**config.mk**
```make
export PLATFORM = sky130hd
export DESIGN_NAME = seg2opcode_monitor
export DESIGN_NICKNAME = d
export VERILOG_FILES = /design/src/rtl/seg2opcode_pkg.sv /design/src/rtl/seg2opcode_monitor_seg_stabilizer.sv /design/src/rtl/seg2opcode_monitor.sv
export SDC_FILE = /design/constraint.sdc
export NUM_CORES = 1
export LEC_CHECK = 0
export CORE_MARGIN = 3
export CORE_UTILIZATION = 55
export DETAILED_ROUTE_END_ITERATION = 10
export GPL_ROUTABILITY_DRIVEN = 0
export GPL_TIMING_DRIVEN = 0
export PLACE_DENSITY = 0.82
export SKIP_CTS_REPAIR_TIMING = 1
export SLEW_MARGIN = 20
export SYNTH_ARGS = -nofsm -noshare
export SYNTH_HDL_FRONTEND = slang
export SYNTH_SLANG_ARGS = --single-unit
```
**constraint.sdc**
```tcl
create_clock -name clk -period 7.44 [get_ports clk]
set_input_delay 1.488 -clock clk [delete_from_list [all_inputs] [get_ports clk]]
set_output_delay 1.488 -clock clk [all_outputs]
set_load 0.02 [all_outputs]
```
**src/rtl/seg2opcode_pkg.sv**
```systemverilog
// Shared opcode / 7-segment encoding for the opcode display path (encoder and monitor).
package seg2opcode_pkg;

  localparam logic [1:0] OP_ADD = 2'b00;
  localparam logic [1:0] OP_LW  = 2'b01;
  localparam logic [1:0] OP_SW  = 2'b10;
  localparam logic [1:0] OP_J   = 2'b11;

  // Segment bit order {a,b,c,d,e,f,g}, 1 = lit
  localparam logic [6:0] SEG_A_ADD = 7'b1110111;
  localparam logic [6:0] SEG_L_LW  = 7'b0001110;
  localparam logic [6:0] SEG_S_SW  = 7'b1011011;
  localparam logic [6:0] SEG_J_J   = 7'b0111000;
  localparam logic [6:0] SEG_BLANK = 7'h00;

  typedef enum logic {ST_SETTLE, ST_LOCKED} mon_state_e;

  typedef struct packed {
    logic       legal;
    logic       is_blank;
    logic [1:0] op;
  } seg_dec_t;

  // Map a segment pattern back to its opcode; blank and illegal are flagged separately.
  function automatic seg_dec_t seg_decode(input logic [6:0] s);
    seg_dec_t d;
    d = '{legal: 1'b1, is_blank: 1'b0, op: OP_ADD};
    case (s)
      SEG_A_ADD: d.op = OP_ADD;
      SEG_L_LW:  d.op = OP_LW;
      SEG_S_SW:  d.op = OP_SW;
      SEG_J_J:   d.op = OP_J;
      SEG_BLANK: begin d.legal = 1'b0; d.is_blank = 1'b1; end
      default:   d.legal = 1'b0;
    endcase
    return d;
  endfunction

endpackage

```
**src/rtl/seg2opcode_monitor_seg_stabilizer.sv**
```systemverilog
// Input register plus run-length counter: flags when the sampled pattern has been unchanged long enough.
module seg_stabilizer #(
  parameter int STABLE_CYCLES = 4
) (
  input  logic       clk,
  input  logic       rst_n,
  input  logic [6:0] seg,
  output logic [6:0] seg_q,
  output logic       same,
  output logic       stable
);

  localparam logic [7:0] CNT_MAX = 8'(STABLE_CYCLES - 1);

  logic [6:0] seg_q_q, seg_q_d;
  logic [7:0] stab_cnt_q, stab_cnt_d;

  assign seg_q  = seg_q_q;
  assign same   = (seg == seg_q_q);
  assign stable = same && (stab_cnt_q == CNT_MAX);

  // Count edges the pattern held; restart on any change, park at the threshold
  always_comb begin
    seg_q_d    = seg;
    stab_cnt_d = stab_cnt_q;
    if (!same)                      stab_cnt_d = '0;
    else if (stab_cnt_q != CNT_MAX) stab_cnt_d = stab_cnt_q + 8'd1;
  end

  // State registers
  always_ff @(posedge clk or negedge rst_n) begin
    if (!rst_n) begin
      seg_q_q    <= '0;
      stab_cnt_q <= '0;
    end else begin
      seg_q_q    <= seg_q_d;
      stab_cnt_q <= stab_cnt_d;
    end
  end

endmodule

```
**src/rtl/seg2opcode_monitor.sv**
```systemverilog
// Receive-side opcode-digit monitor: accept each stable pattern once, decode it, log per-opcode and error counts.
module seg2opcode_monitor
  import seg2opcode_pkg::*;
#(
  parameter int STABLE_CYCLES = 4,
  parameter int CNT_W         = 8
) (
  input  logic             clk,
  input  logic             rst_n,
  input  logic             en,
  input  logic [6:0]       seg,
  input  logic             clr_counts,
  output logic             opcode_valid,
  output logic [1:0]       opcode,
  output logic             invalid,
  output logic             blank,
  output logic [CNT_W-1:0] cnt_add,
  output logic [CNT_W-1:0] cnt_lw,
  output logic [CNT_W-1:0] cnt_sw,
  output logic [CNT_W-1:0] cnt_j,
  output logic [CNT_W-1:0] err_cnt
);

  localparam int ERR_IDX = 4;

  logic [6:0] seg_q;
  logic       same, stable, accept;
  seg_dec_t   dec;

  mon_state_e            state_q, state_d;
  logic [1:0]            opcode_q, opcode_d;
  logic                  opcode_valid_q, opcode_valid_d;
  logic                  invalid_q, invalid_d;
  logic                  blank_q, blank_d;
  logic [4:0][CNT_W-1:0] cnt_q, cnt_d;   // [0..3] per opcode, [4] illegal patterns

  seg_stabilizer #(.STABLE_CYCLES(STABLE_CYCLES)) u_stab (
    .clk    (clk),
    .rst_n  (rst_n),
    .seg    (seg),
    .seg_q  (seg_q),
    .same   (same),
    .stable (stable)
  );

  assign dec    = seg_decode(seg_q);
  assign accept = en && (state_q == ST_SETTLE) && stable;

  // Next state, decode of the accepted pattern, saturating counters with clear priority
  always_comb begin
    state_d        = state_q;
    opcode_d       = opcode_q;
    blank_d        = blank_q;
    opcode_valid_d = 1'b0;
    invalid_d      = 1'b0;
    cnt_d          = cnt_q;

    if (!en)                                   state_d = ST_SETTLE;
    else if (state_q == ST_SETTLE && stable)   state_d = ST_LOCKED;
    else if (state_q == ST_LOCKED && !same)    state_d = ST_SETTLE;

    if (accept) begin
      if (dec.legal) begin
        opcode_d       = dec.op;
        opcode_valid_d = 1'b1;
        blank_d        = 1'b0;
        if (cnt_q[{1'b0, dec.op}] != '1)
          cnt_d[{1'b0, dec.op}] = cnt_q[{1'b0, dec.op}] + CNT_W'(1);
      end else if (dec.is_blank) begin
        blank_d = 1'b1;
      end else begin
        invalid_d = 1'b1;
        blank_d   = 1'b0;
        if (cnt_q[ERR_IDX] != '1) cnt_d[ERR_IDX] = cnt_q[ERR_IDX] + CNT_W'(1);
      end
    end

    if (clr_counts) cnt_d = '0;
  end

  // FSM and registered outputs
  always_ff @(posedge clk or negedge rst_n) begin
    if (!rst_n) begin
      state_q        <= ST_SETTLE;
      opcode_q       <= OP_ADD;
      opcode_valid_q <= 1'b0;
      invalid_q      <= 1'b0;
      blank_q        <= 1'b1;
      cnt_q          <= '0;
    end else begin
      state_q        <= state_d;
      opcode_q       <= opcode_d;
      opcode_valid_q <= opcode_valid_d;
      invalid_q      <= invalid_d;
      blank_q        <= blank_d;
      cnt_q          <= cnt_d;
    end
  end

  assign opcode_valid = opcode_valid_q;
  assign opcode       = opcode_q;
  assign invalid      = invalid_q;
  assign blank        = blank_q;
  assign cnt_add      = cnt_q[0];
  assign cnt_lw       = cnt_q[1];
  assign cnt_sw       = cnt_q[2];
  assign cnt_j        = cnt_q[3];
  assign err_cnt      = cnt_q[ERR_IDX];

endmodule
```
; ---- Yosys cells after proc, flatten, opt, wreduce, memory -nomap -nowiden
; Index checks and enable logic that the tools add are counted.
; W data, S select, Z words.
[word_totals]
ff_bits = 61
in_bits = 11
output_inout_bits = 45
elab_cells = 74
[classes]
addsub = 3
magnitude_cmp = 2
n_eq_ne = 13
n_mux = 27
n_bitwise = 1
n_reduce_logical = 16
[ops]
columns = cell, count
row1 = $mux W40, 3
row2 = $mux W8, 7
row3 = $bwmux W40, 1
row4 = $mux W32, 1
row5 = $add A8 B1 Y8 const B, 3
row6 = $bmux W8 S2, 1
row7 = $demux W8 S2, 1
row8 = $ne A8 B8 Y1 const B, 2
row9 = $eq A7 B7 Y1 const B, 2
row10 = $mux W1, 12
row11 = $eq A8 B2 Y1 const B, 1
row12 = $ne A8 B2 Y1 const B, 1
row13 = $eq A7 B4 Y1 const B, 1
row14 = $eq A7 B6 Y1 const B, 1
row15 = $eq A7 B7 Y1, 1
row16 = $logic_not A7 Y1, 1
row17 = $logic_and A1 B1 Y1, 6
row18 = $ne A3 B2 Y1 const B, 2
row19 = $pmux W2 S3, 1
row20 = $reduce_bool A2 Y1, 3
row21 = $lt A2 B4 Y1 const B, 1
row22 = $reduce_and A4 Y1, 1
row23 = $reduce_or A4 Y1, 1
row24 = $ne A3 B1 Y1 const B, 1
row25 = other kinds (7), 7

; ---- Longest topological paths before layout
[logic_depth]
word_depth = 11
ltp_mapped = 12
mapped_depth_nobuf = 11

; ---- Modules after synthesis
; Synthesis repeated with hierarchy kept, for this count alone.
[hier_totals]
hier_cells = 286
area_unflattened_um2 = 3163.0
[by_module_without_submodules]
columns = module, instances, cells_each, area_each_um2, seq_area_each_um2
row1 = seg2opcode_monitor, 1, 227, 2486.1, 1152.4
row2 = seg_stabilizer, 1, 59, 676.9, 375.4

; ---- Worst setup path after synthesis
; OpenSTA, ideal clock, no wires.
[synth_path]
path_type = input to register
startpoint = in seg[5]
endpoint = reg cnt_q, in the netlist cnt_j[0]
setup_time_ps = 132
arrival_time_ps = 3281
required_ps = 7308
slack_ps = 4027
stages = 7
path_cell_list = xnor2_1 nand4_1 nor4_2 o21ai_2 a311oi_4 mux2i_1 nor2_1
[synth_via]
elab_chain_cells = 5
[synth_rtl]
columns = item, line
row1 = from (decl), seg2opcode_monitor.sv:11  ; input logic [6:0] seg,
row2 = $eq A7 B7 Y1, seg2opcode_monitor_seg_stabilizer.sv:19  ; assign same = (seg == seg_q_q);
row3 = $logic_and A1 B1 Y1, seg2opcode_monitor_seg_stabilizer.sv:20  ; assign stable = same && (stab_cnt_q == CNT_MAX);
row4 = $logic_and A1 B1 Y1, seg2opcode_monitor.sv:47  ; assign accept = en && (state_q == ST_SETTLE) && stable;
row5 = $reduce_bool A2 Y1 (no line), n/a
row6 = $reduce_and A3 Y1 (no line), n/a
row7 = to (signal assigned), seg2opcode_monitor.sv:96  ; cnt_q <= cnt_d;
row8 = to (decl), seg2opcode_monitor.sv:35  ; logic [4:0][CNT_W-1:0] cnt_q, cnt_d;
; No other way between the ends.
; A chain may end at the register's enable or synchronous reset.

; ---- Worst setup path after layout
[layout_path]
startpoint = in seg[2]
endpoint = reg cnt_q, in the netlist cnt_add[6]
; The elaborated chain is that of the path after synthesis.

==> impl_metrics.toml <==
[clocking]
clock-root-buffer = "clkbuf_8"
clk_pin_slew_ns = 0.07
clkSinkCount = 61
numCtsBuffers = 9
cts_tree = "built"
insertion_delay_ns = 0.35
h-tree-depth = 3
clock_path_buffers = 2

[worst_setup_path]
cp.required_ns = 7.65
cp_slowest_stage_delay_ns = 0.73
path_class = "in2reg"
crit_path_end_kind = "flop"
critPathLaunch = "seg[2]"
arrival_ns = 4.28
r2r_start = "u_stab.seg_q[2]$_DFF_PN0_"
cpMaxStageDelayCell = "a311oi_4"
start_kind = "input pin"
path_cells = "clkdlybuf4s50_1, xnor2_1, nand4_1, nor4_2, o21ai_2, a311oi_4, mux2i_1, nor2_1"
critPathMaxFanout = 10

[timing]
drv_slew = 0
fmaxAchievable_mhz = 246
fin_crit_ns = 4.07
tightest_slew_ns = 0.716
setup_viol = 0
finalHoldViolations = 0
skew_ns = 0.00875
rsz0062_at_grt = "no"
tns_ns = 0
post-route-period-util = 0.547
relSlewSlack = 0.523

[floorplanning]
dieArea_um2 = 7060
die_w_um = 84.0
fp.dieH_um = 84.0
start_util = 0.586
io_pins = 56
num_rows = 27
core_region_area_um2 = 5710

[logic_synthesis]
yosysSeqAreaShare = 0.456
netlist_instances = 311
synth_cell_types = 57
synth_ff_type = "dfrtp_1"
synth_edf_count = 0
netlist_area_um2 = 3350
synth_seq_cells = 61
syn_nets = 325
async_flop_share = 1.00
syn_area_per_cell_um2 = 10.8
synth_warnings = 0

[pwr]
finalPower_uw = 677
p_per_area_nw_per_um2 = 161
max-vdd-ir-drop_mv = 0.0966
leakagePower_nw = 1.64

[outcome]
status = "finished, final reports clean"

[job]
cap_violations = 0

[route]
final_antenna_net_count = 0
drc = 0
num_vias = 2742
routed_wl_um = 8050
vias_per_cell = 6.04
dr.pass1.iters = 5
initialDrtViolationCount = 159
drt-wirelength-per-cell_um = 17.7

[final_layout]
mostFrequentLayoutCell = "dfrtp_1"
drive_gt1_frac = 0.113
num-nets-final = 391
layout_common_cells = "60 x dfrtp_1, 54 x nor2_1, 53 x clkdlybuf4s50_1"
area_growth_pct = 25.6
diodes = 0

[grt]
grt_max_degree = 44
grt_pass1_wl_um = 13800
grt_pass1_vias = 2791
overflow = 0
antenna_found_initial = 0
grt.total_usage = 0.245

[hold_path]
worstHoldStart = "blank$_DFFE_PN1P_"
hp-class = "reg2reg"

[placement]
port_buffers = 54
dp_hpwl_um = 5730
cells in the mapped netlist (all sizes together) (5+ instances only):
| cell | count | share of area |
|---|---|---|
| nor2 | 55 | 0.062 |
| mux2 | 9 | 0.031 |
| a311oi | 5 | 0.034 |
| clkbuf | 7 | 0.0078 |
| inv | 7 | 0.0078 |
| a211oi | 14 | 0.031 |
| nand3 | 13 | 0.019 |
| xor2 | 13 | 0.034 |
| mux2i | 32 | 0.097 |
| xnor2 | 11 | 0.029 |
| dfrtp | 60 | 0.45 |
| nand2 | 14 | 0.016 |
| nand4 | 6 | 0.011 |
| and2 | 5 | 0.0093 |
per-stage QoR:
stage                     utilization  hold slack [ns]  std cells  instance area (um2)  setup WS [ns]
after floorplan                     -            0.497        311                 3350           4.03
after global placement          0.697            0.462        437                 3980           3.01
after detailed placement        0.700            0.471        438                 4000           2.98
after CTS                       0.737            0.484        454                 4210           3.34
after global routing            0.737            0.506        454                 4210           3.20
final                           0.737            0.476        454                 4210           3.37
routing by layer:
| layer | share of wire | track usage |
|---|---|---|
| met1 | 0.44 | 0.331 |
| met2 | 0.47 | 0.384 |
| met3 | 0.060 | 0.0444 |
| met4 | 0.021 | 0.110 |
| met5 | 0 | 0 |
report_power, final:
group,internal (mW),switching (mW)
Clock,0.180,0.128
Combinational,0.0126,0.0195
Sequential,0.334,0.00297
registers in the layout, indices dropped and copies added, names as in the netlist:
register           count
err_cnt                8
cnt_j                  8
opcode                 2
u_stab.seg_q           7
blank                  1
state_q                1
cnt_add                8
opcode_valid           1
invalid                1
u_stab.stab_cnt_q      8
cnt_lw                 8
cnt_sw                 8
cell families after synthesis:
group	synth area share
compound gates	0.121
flops	0.456
xor+xnor	0.0628
buf+inv	0.0239
mux	0.136
fa+ha+maj	0.0112
simple gates	0.189
final timing paths:
kind                            slack [ns]                     end  cells after the start
worst max-delay path                  3.37  cnt_add[6]$_DFFE_PN0P_                      8
worst min-delay path                  0.48       blank$_DFFE_PN1P_                      2
worst max register to register        3.60  cnt_add[6]$_DFFE_PN0P_                     12
worst min register to register        0.48       blank$_DFFE_PN1P_                      2
max in group asynchronous             5.87       blank$_DFFE_PN1P_                      2
min in group asynchronous             1.01    cnt_j[3]$_DFFE_PN0P_                      1
final cells by class:
type	instances	area [um2]
multi-input combinational	232	1740
sequential	61	1530
fill	420	1500
timing repair buffer	55	558
clock buffer	12	165
tap	72	90.1
buffer	11	53.8
clock inverter	4	45.0
inverter	7	26.3
critical path, delay by kind of cell:
kind	cells	cell delay [ns]
AOI/OAI and AO/OA	2	1.08
xor gates and xnor gates	1	0.13
buffers and inverters	1	0.51
muxes	1	0.29
and+or+nand+nor	3	0.76
Power figures use the tool's default switching activity.
